==> config.mk <==
export PLATFORM = sky130hd
export DESIGN_NAME = rv32_fetch_unit
export DESIGN_NICKNAME = d
export VERILOG_FILES = /design/src/rtl/rv32_fetch_unit.sv
export SDC_FILE = /design/constraint.sdc
export NUM_CORES = 1
export LEC_CHECK = 0
export ABC_AREA = 1
export CORE_ASPECT_RATIO = 1.4
export CORE_MARGIN = 10
export CORE_UTILIZATION = 33
export DETAILED_ROUTE_END_ITERATION = 16
export HOLD_SLACK_MARGIN = 0.02
export PLACE_DENSITY = 0.67
export SLEW_MARGIN = 20
export SYNTH_ARGS = -nofsm -noshare
export SYNTH_HDL_FRONTEND = slang
export SYNTH_SLANG_ARGS = --single-unit
==> constraint.sdc <==
create_clock -name i_clk -period 3.1 [get_ports i_clk]
set_input_delay 0.31 -clock i_clk [delete_from_list [all_inputs] [get_ports i_clk]]
set_output_delay 0.31 -clock i_clk [all_outputs]
set_load 0.02 [all_outputs]
==> src/rtl/rv32_fetch_unit.sv <==
// RV32I instruction fetch stage.
//
// Owns the program counter, reads one instruction word at a time from instruction
// memory over a req/ack handshake, and offers it with its PC to the controller over
// a valid/ready handshake. When the controller accepts, the next PC is either PC+4
// or the ALU target. Misaligned targets and memory ack timeouts park the unit in a
// sticky error state that only reset clears.
//
// Ports:
//   i_clk, i_rst        clock; asynchronous active-high reset
//   o_imem_req          read request to instruction memory (held until ack)
//   o_imem_addr         byte address of the request (always the current PC)
//   i_imem_ack          read data valid, completes the request
//   i_imem_rdata        instruction word returned by memory
//   o_instruction       registered instruction presented to the controller
//   o_pc                PC of o_instruction
//   o_valid             o_instruction / o_pc valid
//   i_ready             controller consumes the instruction this cycle
//   i_pcsel             0: next PC = o_pc + 4, 1: next PC = i_alu_target
//   i_alu_target        branch/jump target from the ALU
//   o_misaligned        sticky: an accepted next PC had [1:0] != 0
//   o_bus_err           sticky: instruction memory did not ack in time
module rv32_fetch_unit #(
  parameter logic [31:0] RESET_PC    = 32'h0000_0000,
  parameter int unsigned ACK_TIMEOUT = 16
) (
  input  logic        i_clk,
  input  logic        i_rst,
  output logic        o_imem_req,
  output logic [31:0] o_imem_addr,
  input  logic        i_imem_ack,
  input  logic [31:0] i_imem_rdata,
  output logic [31:0] o_instruction,
  output logic [31:0] o_pc,
  output logic        o_valid,
  input  logic        i_ready,
  input  logic        i_pcsel,
  input  logic [31:0] i_alu_target,
  output logic        o_misaligned,
  output logic        o_bus_err
);

  localparam int unsigned  CntW    = (ACK_TIMEOUT > 1) ? $clog2(ACK_TIMEOUT) : 1;
  localparam logic [CntW-1:0] CntLast = CntW'(ACK_TIMEOUT - 1);
  localparam logic [31:0]  Nop     = 32'h0000_0013;

  typedef enum logic [1:0] {StIdle, StFetch, StHold, StError} state_e;

  state_e          state_q, state_d;
  logic [31:0]     pc_q, pc_d;
  logic [31:0]     instr_q, instr_d;
  logic [31:0]     pc_out_q, pc_out_d;
  logic            valid_q, valid_d;
  logic            mis_q, mis_d;
  logic            berr_q, berr_d;
  logic [CntW-1:0] cnt_q, cnt_d;
  logic [31:0]     next_pc;

  always_ff @(posedge i_clk or posedge i_rst) begin
    if (i_rst) begin
      state_q  <= StIdle;
      pc_q     <= RESET_PC;
      instr_q  <= Nop;
      pc_out_q <= RESET_PC;
      valid_q  <= 1'b0;
      mis_q    <= 1'b0;
      berr_q   <= 1'b0;
      cnt_q    <= '0;
    end else begin
      state_q  <= state_d;
      pc_q     <= pc_d;
      instr_q  <= instr_d;
      pc_out_q <= pc_out_d;
      valid_q  <= valid_d;
      mis_q    <= mis_d;
      berr_q   <= berr_d;
      cnt_q    <= cnt_d;
    end
  end

  always_comb begin
    state_d  = state_q;
    pc_d     = pc_q;
    instr_d  = instr_q;
    pc_out_d = pc_out_q;
    valid_d  = valid_q;
    mis_d    = mis_q;
    berr_d   = berr_q;
    cnt_d    = cnt_q;
    // 32-bit add wraps naturally, so 0xFFFF_FFFC + 4 becomes 0.
    next_pc  = i_pcsel ? i_alu_target : (pc_out_q + 32'd4);

    unique case (state_q)
      StIdle: begin
        state_d = StFetch;
      end
      StFetch: begin
        // An ack on the timeout cycle still completes the fetch.
        if (i_imem_ack) begin
          instr_d  = i_imem_rdata;
          pc_out_d = pc_q;
          valid_d  = 1'b1;
          cnt_d    = '0;
          state_d  = StHold;
        end else if (cnt_q == CntLast) begin
          berr_d  = 1'b1;
          cnt_d   = '0;
          state_d = StError;
        end else begin
          cnt_d = cnt_q + 1'b1;
        end
      end
      StHold: begin
        if (i_ready) begin
          valid_d = 1'b0;
          if (next_pc[1:0] != 2'b00) begin
            // PC is left untouched so it still points at the trapping instruction's successor origin.
            mis_d   = 1'b1;
            state_d = StError;
          end else begin
            pc_d    = next_pc;
            state_d = StFetch;
          end
        end
      end
      StError: begin
        state_d = StError;
      end
      default: begin
        state_d = StIdle;
      end
    endcase
  end

  assign o_imem_req    = (state_q == StFetch);
  assign o_imem_addr   = pc_q;
  assign o_instruction = instr_q;
  assign o_pc          = pc_out_q;
  assign o_valid       = valid_q;
  assign o_misaligned  = mis_q;
  assign o_bus_err     = berr_q;

endmodule

==> results of run 1 <==
==> per-layer routing <==
metal	GRT usage [%]	up-vias	share of wire (%)
met4	6.452	0	3.1
met1	17.48	2210	40
met2	25.65	133	53
li1	-	2291	-
met3	2.490	26	4.8
met5	0	-	0
==> sequential cells by signal, summed over array words and instances (netlist names) <==
signal	count
o_pc	32
o_imem_addr	32
cnt_q	4
o_misaligned	1
o_bus_err	1
o_instruction	32
o_valid	1
state_q	2
==> area by class of cell <==
type                    count  area [um^2]
fillers                  1557         8558
flip-flops and latches    105         2631
multi-input cells         434         2331
repair buffers            176         1767
well taps                 199        249.0
clock buffers               9        225.2
inverters                  54        212.7
clock inverters             7        60.06
==> metrics by stage <==
step | setup WS, ps | cells | util (%) | cell area (um^2)
final | 998.1 | 984 | 46.63 | 7476
after floorplan | 34.42 | 616 | - | 5338
after global placement | 967.9 | 968 | 44.85 | 7191
after CTS | 965.7 | 984 | 46.63 | 7476
after global routing | 811.3 | 984 | 46.63 | 7476
after detailed placement | 911.8 | 968 | 44.85 | 7191
==> cells in the mapped netlist, types with 4 or more instances <==
master,number
sky130_fd_sc_hd__mux2_4,33
sky130_fd_sc_hd__buf_4,4
sky130_fd_sc_hd__dfrtp_1,102
sky130_fd_sc_hd__nor2_2,5
sky130_fd_sc_hd__nor2_1,101
sky130_fd_sc_hd__inv_2,4
sky130_fd_sc_hd__o21ai_0,20
sky130_fd_sc_hd__o21ai_1,21
sky130_fd_sc_hd__a21oi_2,15
sky130_fd_sc_hd__nand3_1,38
sky130_fd_sc_hd__xnor2_1,4
sky130_fd_sc_hd__a21oi_1,6
sky130_fd_sc_hd__clkbuf_1,8
sky130_fd_sc_hd__nand2_1,162
sky130_fd_sc_hd__o211ai_1,4
sky130_fd_sc_hd__inv_1,48
sky130_fd_sc_hd__buf_6,8
==> power groups by stage <==
stage / clock network [uW] / registers, uW / logic (uW)
final: 1120 / 2560 / 3260
after global placement: 0 / 2560 / 3250
after floorplan: 0 / 3110 / 1060
after global routing: 1220 / 2650 / 3490
after detailed placement: 0 / 2560 / 3290
after CTS: 1150 / 2560 / 3300
==> final timing paths <==
check	start	end
hold reg to reg	o_bus_err$_DFFE_PP0P_	o_bus_err$_DFFE_PP0P_
setup reg to reg	state_q[0]$_DFFE_PP0P_	o_pc[17]$_DFFE_PP0P_
min in group i_clk	o_bus_err$_DFFE_PP0P_	o_bus_err$_DFFE_PP0P_
setup / recovery	state_q[0]$_DFFE_PP0P_	o_pc[17]$_DFFE_PP0P_
hold / removal	i_rst	o_instruction[6]$_DFFE_PP0P_
max in group asynchronous	i_rst	o_instruction[4]$_DFFE_PP1P_
==> kinds of logic (layout without fill, tap and decap cells) <==
family | count (synthesis) | in the layout | share of synthesized area (%)
flops | 105 | 105 | 49.30
simple gates | 316 | 316 | 24.00
xor+xnor | 7 | 7 | 1.149
buf+inv | 77 | 246 | 7.032
compound gates | 76 | 76 | 8.767
fa+ha+maj | 2 | 2 | 0.4687
mux | 33 | 33 | 9.283
==> run summary, run 1 <==
The run finished with clean final reports. Number of pins exceeding their max-slew limit in the final report: 0. Net switching is 40.45% of the power. When the netlist entered floorplanning its net count stood at 687. The transition time of the tightest slew-check pin was 783.8 ps. The internal power of the cells totals 4134 uW. The share of power burned in combinational logic was 47.0%.

The post-synthesis area per instance was 8.665 um^2; the post-CTS repair timing setup buffer count was 0. The routed layout has 4660 vias. The starting density of the core was 33.29%. For the die footprint, the log shows 21730 um^2. The total I/O pin count was 169.

The first global-routing pass estimated 25660 um of wire. The global placement routability congestion was 0.8678. The number of design-rule violations left by the first detailed-router iteration is 364. The clock-pin transition on the worst setup and hold timing paths is 80 ps. Relative to the synthesized area, the layout overhead comes to 40.06%. On the critical path, the stage with the largest delay is an instance of sky130_fd_sc_hd__nand2_4. The run gives 6942 uW as the total power.

Most common cell after layout, fill and taps aside: sky130_fd_sc_hd__clkdlybuf4s50_1. Setup repair after global routing left no endpoint under its margin. Counting cells, the worst reg-to-reg path comes to 7. The critical path goes through inv_1 > or2_1 > clkinv_4 > nand2_4 > buf_4 > nor2_1 > a21oi_2. Across the run, the number of max-cap violations was 0. The logs give 9 for the CTS buffer count and 4625 for the via count of the first global-routing pass. Global routing finished with a remaining overflow of 0.

The element type at the critical path end was a flop. The critical path in this run is classified as flop to flop. After synthesis the netlist holds a flip-flop and latch count of 105.

The number of stages on the worst setup path was 7; the via-per-instance ratio was 4.736. The number of antenna diodes in the final layout is 0. The count of flip-flops with a built-in enable after synthesis is 0, and the die span in x is 127.5 um. The layout cell share with drive strength beyond 1 was 11.59%.

By area the synthesized netlist is led by sky130_fd_sc_hd__dfrtp_1, sky130_fd_sc_hd__nand2_1, sky130_fd_sc_hd__mux2_4, sky130_fd_sc_hd__nor2_1, sky130_fd_sc_hd__nand3_1. The maximum clock frequency was 0.4758 GHz. The first TritonRoute pass finished after 5 iterations. On the final layout, the worst clock skew is 11.88 ps. The worst setup path is launched from a flop. In the final routed layout, each cell accounts on average for 16.91 um. CTS built an H-tree with a depth of 3. After detailed routing, the total wire length is 16640 um.

Library cell occupying the most area in the post-synthesis netlist: sky130_fd_sc_hd__dfrtp_1. The number of hold buffers added after CTS came out at 0. For the initial antenna violation count, the log shows 0. Summed over all failing endpoints, the final setup total negative slack is 0 ps. For this run, asynchronously set or reset flops after synthesis account for 100.0%. The clock passes through at most 2 buffers. For the row count, the log shows 55.

Number of sinks handled by clock tree synthesis: 105. In this run the power density over the cells is 928.6 nW/um^2. The share of the clock period used by the worst path was 67.80%; the number of hold violations in the final report was 0. The share of total power dissipated in sequential elements is 36.9%. In this design, the stage delay of the slowest critical-path cell is 580 ps.

Among all flip-flop cells after synthesis, the most frequent one is sky130_fd_sc_hd__dfrtp_1. For the pin count of the biggest net entering global routing, the log shows 53. Gates resized during post-CTS repair numbered 0. The final count of negative-setup-slack endpoints is 0, and the share of the yosys chip area belonging to registers is 49.30%. After synthesis, the netlist uses 36 different library cells. For this design the total switching power over the nets is 2808 uW. The tools report the buffer type at the clock tree root as sky130_fd_sc_hd__clkbuf_16.

The logs give 396.5 uV for the worst IR drop on VDD and 0.003531 uW for the total leakage power. In the routed design, unresolved DRC markers number 0. Area of the mapped netlist: 5338 um^2. The clock period minus final worst setup slack works out to 2102 ps. Cell type group with the largest total delay on the critical path: simple AND/OR/NAND/NOR gates.

The area fraction of the dominant cell type after synthesis was 47.82%; the die outline height was 170.5 um. Setup slack on the worst reg-to-reg path comes out at 1000 ps. The clock group share of total power is 16.2%, and the critical path data required time is 3380 ps. The number of buffers and inverters on the critical path was 3; the insertion delay of the later-clocked pin in the worst-skew pair was 350 ps.

The data arrival at the endpoint of the critical path is 2380 ps, and the worst hold slack across all endpoints is 392.8 ps. The run gives 616 as the synthesized netlist cell count. At the end of the flow, the number of nets in the layout was 851. The HPWL after detailed placement is 12770 um. Leaving out fill and tap cells, the most frequent cells in the layout are sky130_fd_sc_hd__clkdlybuf4s50_1, sky130_fd_sc_hd__nand2_1, sky130_fd_sc_hd__dfrtp_1.

The count of buffers inserted at the top-level ports is 168. The class of the tightest hold or removal check is input port to asynchronous set/reset pin. The tools report the Yosys warning count as 0. TritonCTS built the clock tree.

Headroom to the max-slew limit came out at 47.70%. Along the worst path, the maximum fanout reaches 45. Global routing consumed, over all layers together, 14.81% of the routing resources. The area of the placeable core was 16030 um^2.

The count of nets left with antenna violations once routing finished came out at 0.
(Power assumes the default switching activity.)
==> inputs of run 2 (changes only) <==
clock period = 1.7 ns   (was 3.1 ns; I/O delays follow)
==> run 2 against run 1 <==
Net effect:
- cell count up 2.7%
- combinational power increased by 94%
- clock skew rose by 1.8 ps
- sequential power grew 76%
- core utilization is 2.1 points higher
- non-clock buffer count increased by 27
- total power rose by 84%
- cell area grew 4.5%
- first-iteration DRC count shrank 15%
==> run summary, run 2 (same netlist as run 1, synthesis figures left out) <==
The run finished with clean final reports. Based on the critical path, the design can be clocked at up to 0.5996 GHz. The number of hold violations in the final report was 0. The initial antenna violation count is 0, and the half-perimeter wire length after detailed placement is 12950 um. After detailed routing, the average wire length per cell comes to 16.62 um.

The die is 127.5 um wide. 0 antenna diodes ended up in the layout. The clock-pin transition on the worst setup and hold timing paths came out at 80 ps. After the first detailed-routing iteration, the DRC count stood at 309. The detail route stage leaves a number of antenna-violating nets equal to 0. Setup violations remaining at the end of the flow were counted as 0. Across every metal layer, demand over resource in global routing totals 15.31%. For the area of the placeable core, the log shows 16030 um^2. At the pin with the least slew margin, the transition time is 407.5 ps. Of the cells placed in the final design, the portion with a size suffix greater than 1 is 15.89%. Once the floorplan was initialized, standard cells occupied 33.29% of the core. In the layout the commonest cells are sky130_fd_sc_hd__nand2_1, sky130_fd_sc_hd__clkdlybuf4s50_1, sky130_fd_sc_hd__dfrtp_1.

The power density over the cells works out to 1639 nW/um^2. The tools report the number of maximum-capacitance constraint violations as 0. Buffers placed on the I/O ports in this run total 168. Headroom to the max-slew limit came out at 72.83%. The floorplan has 55 rows. Measured in cells, the most critical reg-to-reg path has a length of 10. Class of the tightest hold or removal check: input port to asynchronous set/reset pin. Along the worst path, the maximum fanout reaches 4.

The worst setup path is launched from a flop. The number of pins exceeding their max-slew limit in the final report is 0. The clock drives 105 sinks. The die footprint was 21730 um^2. The net count reported at finish is 878.

The leftover overflow at the end of global routing came out at 0. In the finished design, the share of the clock period the worst path needs comes to 98.11%. Across the VDD grid, the largest voltage drop is 765.6 uV.

The routed design has 16800 um of wire. The clock period minus final worst setup slack is 1668 ps. Measured on the finished design, the core utilization comes to 48.70%. Counting the buffers created by CTS gives 9. For this design the static power due to leakage is 0.003764 uW. The worst hold slack across all endpoints was 262.7 ps; the post-CTS repair timing setup buffer count was 0. From synthesis to final layout, the design area changed by 46.30%.

Using the TritonRoute via totals, the vias-per-cell ratio works out to 4.686. TritonCTS built the clock tree. STA classifies the critical path endpoint as an output port. The tools report the buffer type at the clock tree root as sky130_fd_sc_hd__clkbuf_16. The DRC violation count after routing was 0. For the number of search-and-repair iterations in the first detailed-routing pass, the log shows 4.

The type of the worst setup path was flop to output port. Setup repair after global routing could not meet its margin everywhere. The maximum buffer depth of the clock tree came out at 2. The run gives 63 as the pin count of the biggest net entering global routing.

For the worst setup path, the data arrival time is 1500 ps. On the final layout, the worst clock skew is 13.70 ps. For the global placement routability congestion, the log shows 0.8175.

STA puts the critical path data required time at 1530 ps. CTS built an H-tree with a depth of 3. Via count of the first global-routing pass: 4806.

The first global-routing pass estimated 26290 um of wire. The most common cell after layout, fill and taps aside is sky130_fd_sc_hd__nand2_1. Die outline height: 170.5 um. Clock latency on the worst-skew pair, taken at its later pin, is 360 ps.

Detailed routing inserted a total of 4738 vias. The total I/O pin count came out at 169.
run 2: worst max-delay path, stage by stage, from the launching register on:
cell                              delay, ps
sky130_fd_sc_hd__dfrtp_1                370
sky130_fd_sc_hd__buf_4                  130
sky130_fd_sc_hd__clkdlybuf4s50_1        630
run 2: metrics by stage:
step                cells  power [uW]  area [um^2]  TNS [ps]  setup WS, ps
floorplan             616        7604         5341         0         50.40
global placement      995       10810         7470         0         26.21
detailed placement    995       10880         7470    -112.5        -34.20
CTS                  1011       12920         7739         0        0.4049
global route         1011       13620         7809   -0.4245       -0.4245
finish               1011       12800         7809         0         32.16
run 2: final timing paths:
check | start | to | slack (ps)
max reg2reg | o_pc[3]$_DFFE_PP0P_ | o_imem_addr[30]$_DFFE_PP0P_ | 100
max | o_pc[11]$_DFFE_PP0P_ | o_pc[11] | 30
min in group i_clk | i_alu_target[3] | o_imem_addr[3]$_DFFE_PP0P_ | 390
min | i_rst | o_instruction[12]$_DFFE_PP0P_ | 260
min reg2reg | o_misaligned$_DFFE_PP0P_ | o_misaligned$_DFFE_PP0P_ | 470
max in group asynchronous | i_rst | o_pc[8]$_DFFE_PP0P_ | 1090
run 2: layout make-up:
class / count / area, um^2
clock buffer: 10 / 229.0
clock inverter: 6 / 42.54
multi-input combinational: 434 / 2376
fill: 1492 / 8225
inverter: 54 / 214.0
tap: 199 / 249.0
sequential: 105 / 2634
timing repair buffer: 203 / 2064
run 2: repair_timing:
action | in CTS | in global routing
resized for setup | 2 | 25
setup endpoints to repair | 2 | 27
hold buffers | 0 | 0
run 2: power breakdown:
part | switching (uW) | internal, uW
sequential | 925 | 3580
combinational | 3200 | 3110
clock | 982 | 1000
run 2: per-layer routing:
| metal | vias to the layer above | routed length, um | track usage, % |
|---|---|---|---|
| met3 | 33 | 774 | 3.019 |
| met4 | 0 | 487 | 6.154 |
| met1 | 2232 | 6607 | 17.61 |
| met5 | - | 0 | 0 |
| met2 | 115 | 8933 | 27.00 |
| li1 | 2358 | - | - |
==> inputs of run 3 (changes only) <==
CTS_BUF_LIST = sky130_fd_sc_hd__clkbuf_16   (was not set)
==> run 3 against run 2 <==
Net effect:
- die area unchanged
- sequential power about the same
- maximum frequency about the same
- via count up 0.11%
- total power about the same
- non-clock buffer count unchanged
- flip-flop and latch count unchanged
- critical path depth unchanged
- core utilization unchanged
- cell area unchanged
- register-to-register slack about the same
- worst hold slack about the same
- critical path type unchanged
- critical endpoint unchanged
- highest routed layer unchanged
==> run summary, run 3 (same netlist as run 1, synthesis figures left out) <==
The maximum buffer depth of the clock tree is 2, and the first-pass GRT wire length is 26290 um. Data on the critical path arrives at its endpoint at 1500 ps. The global placement routability congestion was 0.8175; the total power was 12790 uW. After layout, the worst path uses 98.18% of the clock period. Measured against its own limit, the worst slew margin works out to 73.17%. The type of the worst setup path is flop to output port. The final setup TNS came out at 0 ps. The highest metal layer carrying signal wires in the routed design is met4. CTS buffer count: 9.

The initial utilization of the core area, before any placement, comes to 33.29%. In this run the worst path has a maximum fanout of 4. In the global route stage, overall resource usage came out at 15.31%. The tools report the number of hold violations in the final report as 0.

Buffer type at the clock tree root: sky130_fd_sc_hd__clkbuf_16. The run gives 4 as the number of search-and-repair iterations in the first detailed-routing pass. The initial antenna violation count was 0; the number of sinks handled by clock tree synthesis was 105. The area of the placeable core came out at 16030 um^2. The routed length per placed instance came out at 16.61 um. The min-delay analysis places its worst path in the category input port to asynchronous set/reset pin. In the final layout, the multi-input gates occupy 2376 um^2.

The area growth from synthesis to layout is 46.30%. The maximum clock frequency was 0.5991 GHz; the via count of the first global-routing pass was 4806. The total leakage power came out at 0.003768 uW. After detailed routing, the wire length on met1 is 6589 um.

The count of nets left with antenna violations once routing finished came out at 0. Buffers placed on the I/O ports in this run total 168. The die covers 21730 um^2. On the final layout, the worst clock skew is 13.92 ps.

The most common cell after layout, fill and taps aside is sky130_fd_sc_hd__nand2_1. The logs give 774 um for the length of routed met3 wiring and 8941 um for the wire length on met2. The logs give 55 for the row count and 1011 for the number of standard cells in the final layout excluding fillers. After detailed routing, the number of remaining DRC violations is 0. The number of cells on the worst reg-to-reg path is 10.

The sequential cell area in the final layout was 2634 um^2; the total I/O pin count was 169. The run gives 0 as the post-CTS repair timing setup buffer count. Setup repair after global routing could not meet its margin everywhere. In the layout the commonest cells are sky130_fd_sc_hd__nand2_1, sky130_fd_sc_hd__clkdlybuf4s50_1, sky130_fd_sc_hd__dfrtp_1.

The logs give 0 for the number of pins exceeding their max-slew limit in the final report and 3 for the number of levels in the clock H-tree. Setup violations remaining at the end of the flow were counted as 0. The pin count of the biggest net entering global routing is 63, and the net count reported at finish is 878. The tools report the half-perimeter wire length after detailed placement as 12950 um. The tools report the element type at the critical path end as an output port. For this block, the initial DRC count from the detailed router was 309.

Timing analysis after detailed placement gives a worst setup slack of -34.20 ps. The endpoint of the most critical register-to-register path is o_imem_addr[30]$_DFFE_PP0P_. Across the VDD grid, the largest voltage drop is 765.6 uV. For this block, the via count after detailed routing is 4743. Setup slack on the critical path of the routed design comes to 30.95 ps.

The total of fill cells in the finished design is 1492, and the worst hold slack across all endpoints is 263.1 ps. The clock period minus final worst setup slack was 1669 ps. The number of maximum-capacitance constraint violations was 0; the transition time of the tightest slew-check pin was 402.4 ps. STA classifies the critical path startpoint as a flop.

The antenna diode count came out at 0. The flow ran to the end, and the final reports show no timing, DRC or antenna violations. The setup check on the worst reg-to-reg path leaves a slack of 100 ps. The floorplan step set the die height to 170.5 um. Clock-pin transition on the worst setup and hold timing paths: 80 ps. Data on the critical path is required at its endpoint by 1530 ps.

In the routed layout, each cell is associated on average with a via count of 4.691. TritonCTS built the clock tree. The die is 127.5 um wide. The leftover overflow at the end of global routing was 0; the layout cell share with drive strength beyond 1 was 15.89%. The clock reaches the later pin of the worst-skew pair after 360 ps. The routed wire length is 16790 um. The tools report the placed instance count as 995.

Power density over the cells: 1638 nW/um^2. Origin of the critical flop-to-flop path: o_pc[3]$_DFFE_PP0P_.
==> run 3: cell types whose count changed in the layout (fill, tap and decap cells not counted) <==
cell	delta
sky130_fd_sc_hd__inv_1	+1
sky130_fd_sc_hd__clkbuf_1	-1
==> run 3: layout make-up <==
cell class	instances	area share [%]
clock inverters	7	0.5929
clock buffers	9	2.884
multi-input cells	434	30.43
inverters	54	2.740
repair buffers	203	26.44
flip-flops and latches	105	33.73
well taps	199	3.189
==> run 3: how the worst max path moves through the flow <==
stage / start / to / cells past startpoint
floorplan: o_pc[2]$_DFFE_PP0P_ / o_imem_addr[24]$_DFFE_PP0P_ / 10
global placement: i_pcsel / o_imem_addr[8]$_DFFE_PP0P_ / 10
detailed placement: i_pcsel / o_imem_addr[7]$_DFFE_PP0P_ / 10
CTS: o_pc[15]$_DFFE_PP0P_ / o_pc[15] / 1
global route: o_pc[3]$_DFFE_PP0P_ / o_imem_addr[30]$_DFFE_PP0P_ / 10
finish: o_pc[11]$_DFFE_PP0P_ / o_pc[11] / 2
==> run 3: report_power, final <==
part	internal (uW)	leakage [uW]	switching [uW]
registers	3580	0.00124	923
clock network	995	0.000133	980
logic	3110	0.00240	3200
==> run 3: per-stage QoR <==
step           instance area (um^2)  utilization (%)
6_report                       7809            48.70
5_1_grt                        7809            48.70
4_1_cts                        7739            48.26
3_5_place_dp                   7470            46.59
3_3_place_gp                   7470            46.59
2_1_floorplan                  5341                -
==> run 3: critical path, stage by stage (launching register included) <==
cell,delay (ps)
sky130_fd_sc_hd__dfrtp_1,380
sky130_fd_sc_hd__buf_4,130
sky130_fd_sc_hd__clkdlybuf4s50_1,630
==> run 3: repair_timing <==
| action | CTS | global route |
|---|---|---|
| gates resized for setup | 2 | 25 |
| endpoints found under the setup margin | 2 | 27 |
| hold buffers | 0 | 0 |
| pin swaps | 0 | 0 |
==> run 3: routing by layer <==
| layer | up-vias | GRT usage, % |
|---|---|---|
| met5 | - | 0 |
| met4 | 0 | 6.154 |
| met3 | 33 | 3.019 |
| met2 | 118 | 27.00 |
| met1 | 2236 | 17.61 |
| li1 | 2356 | - |
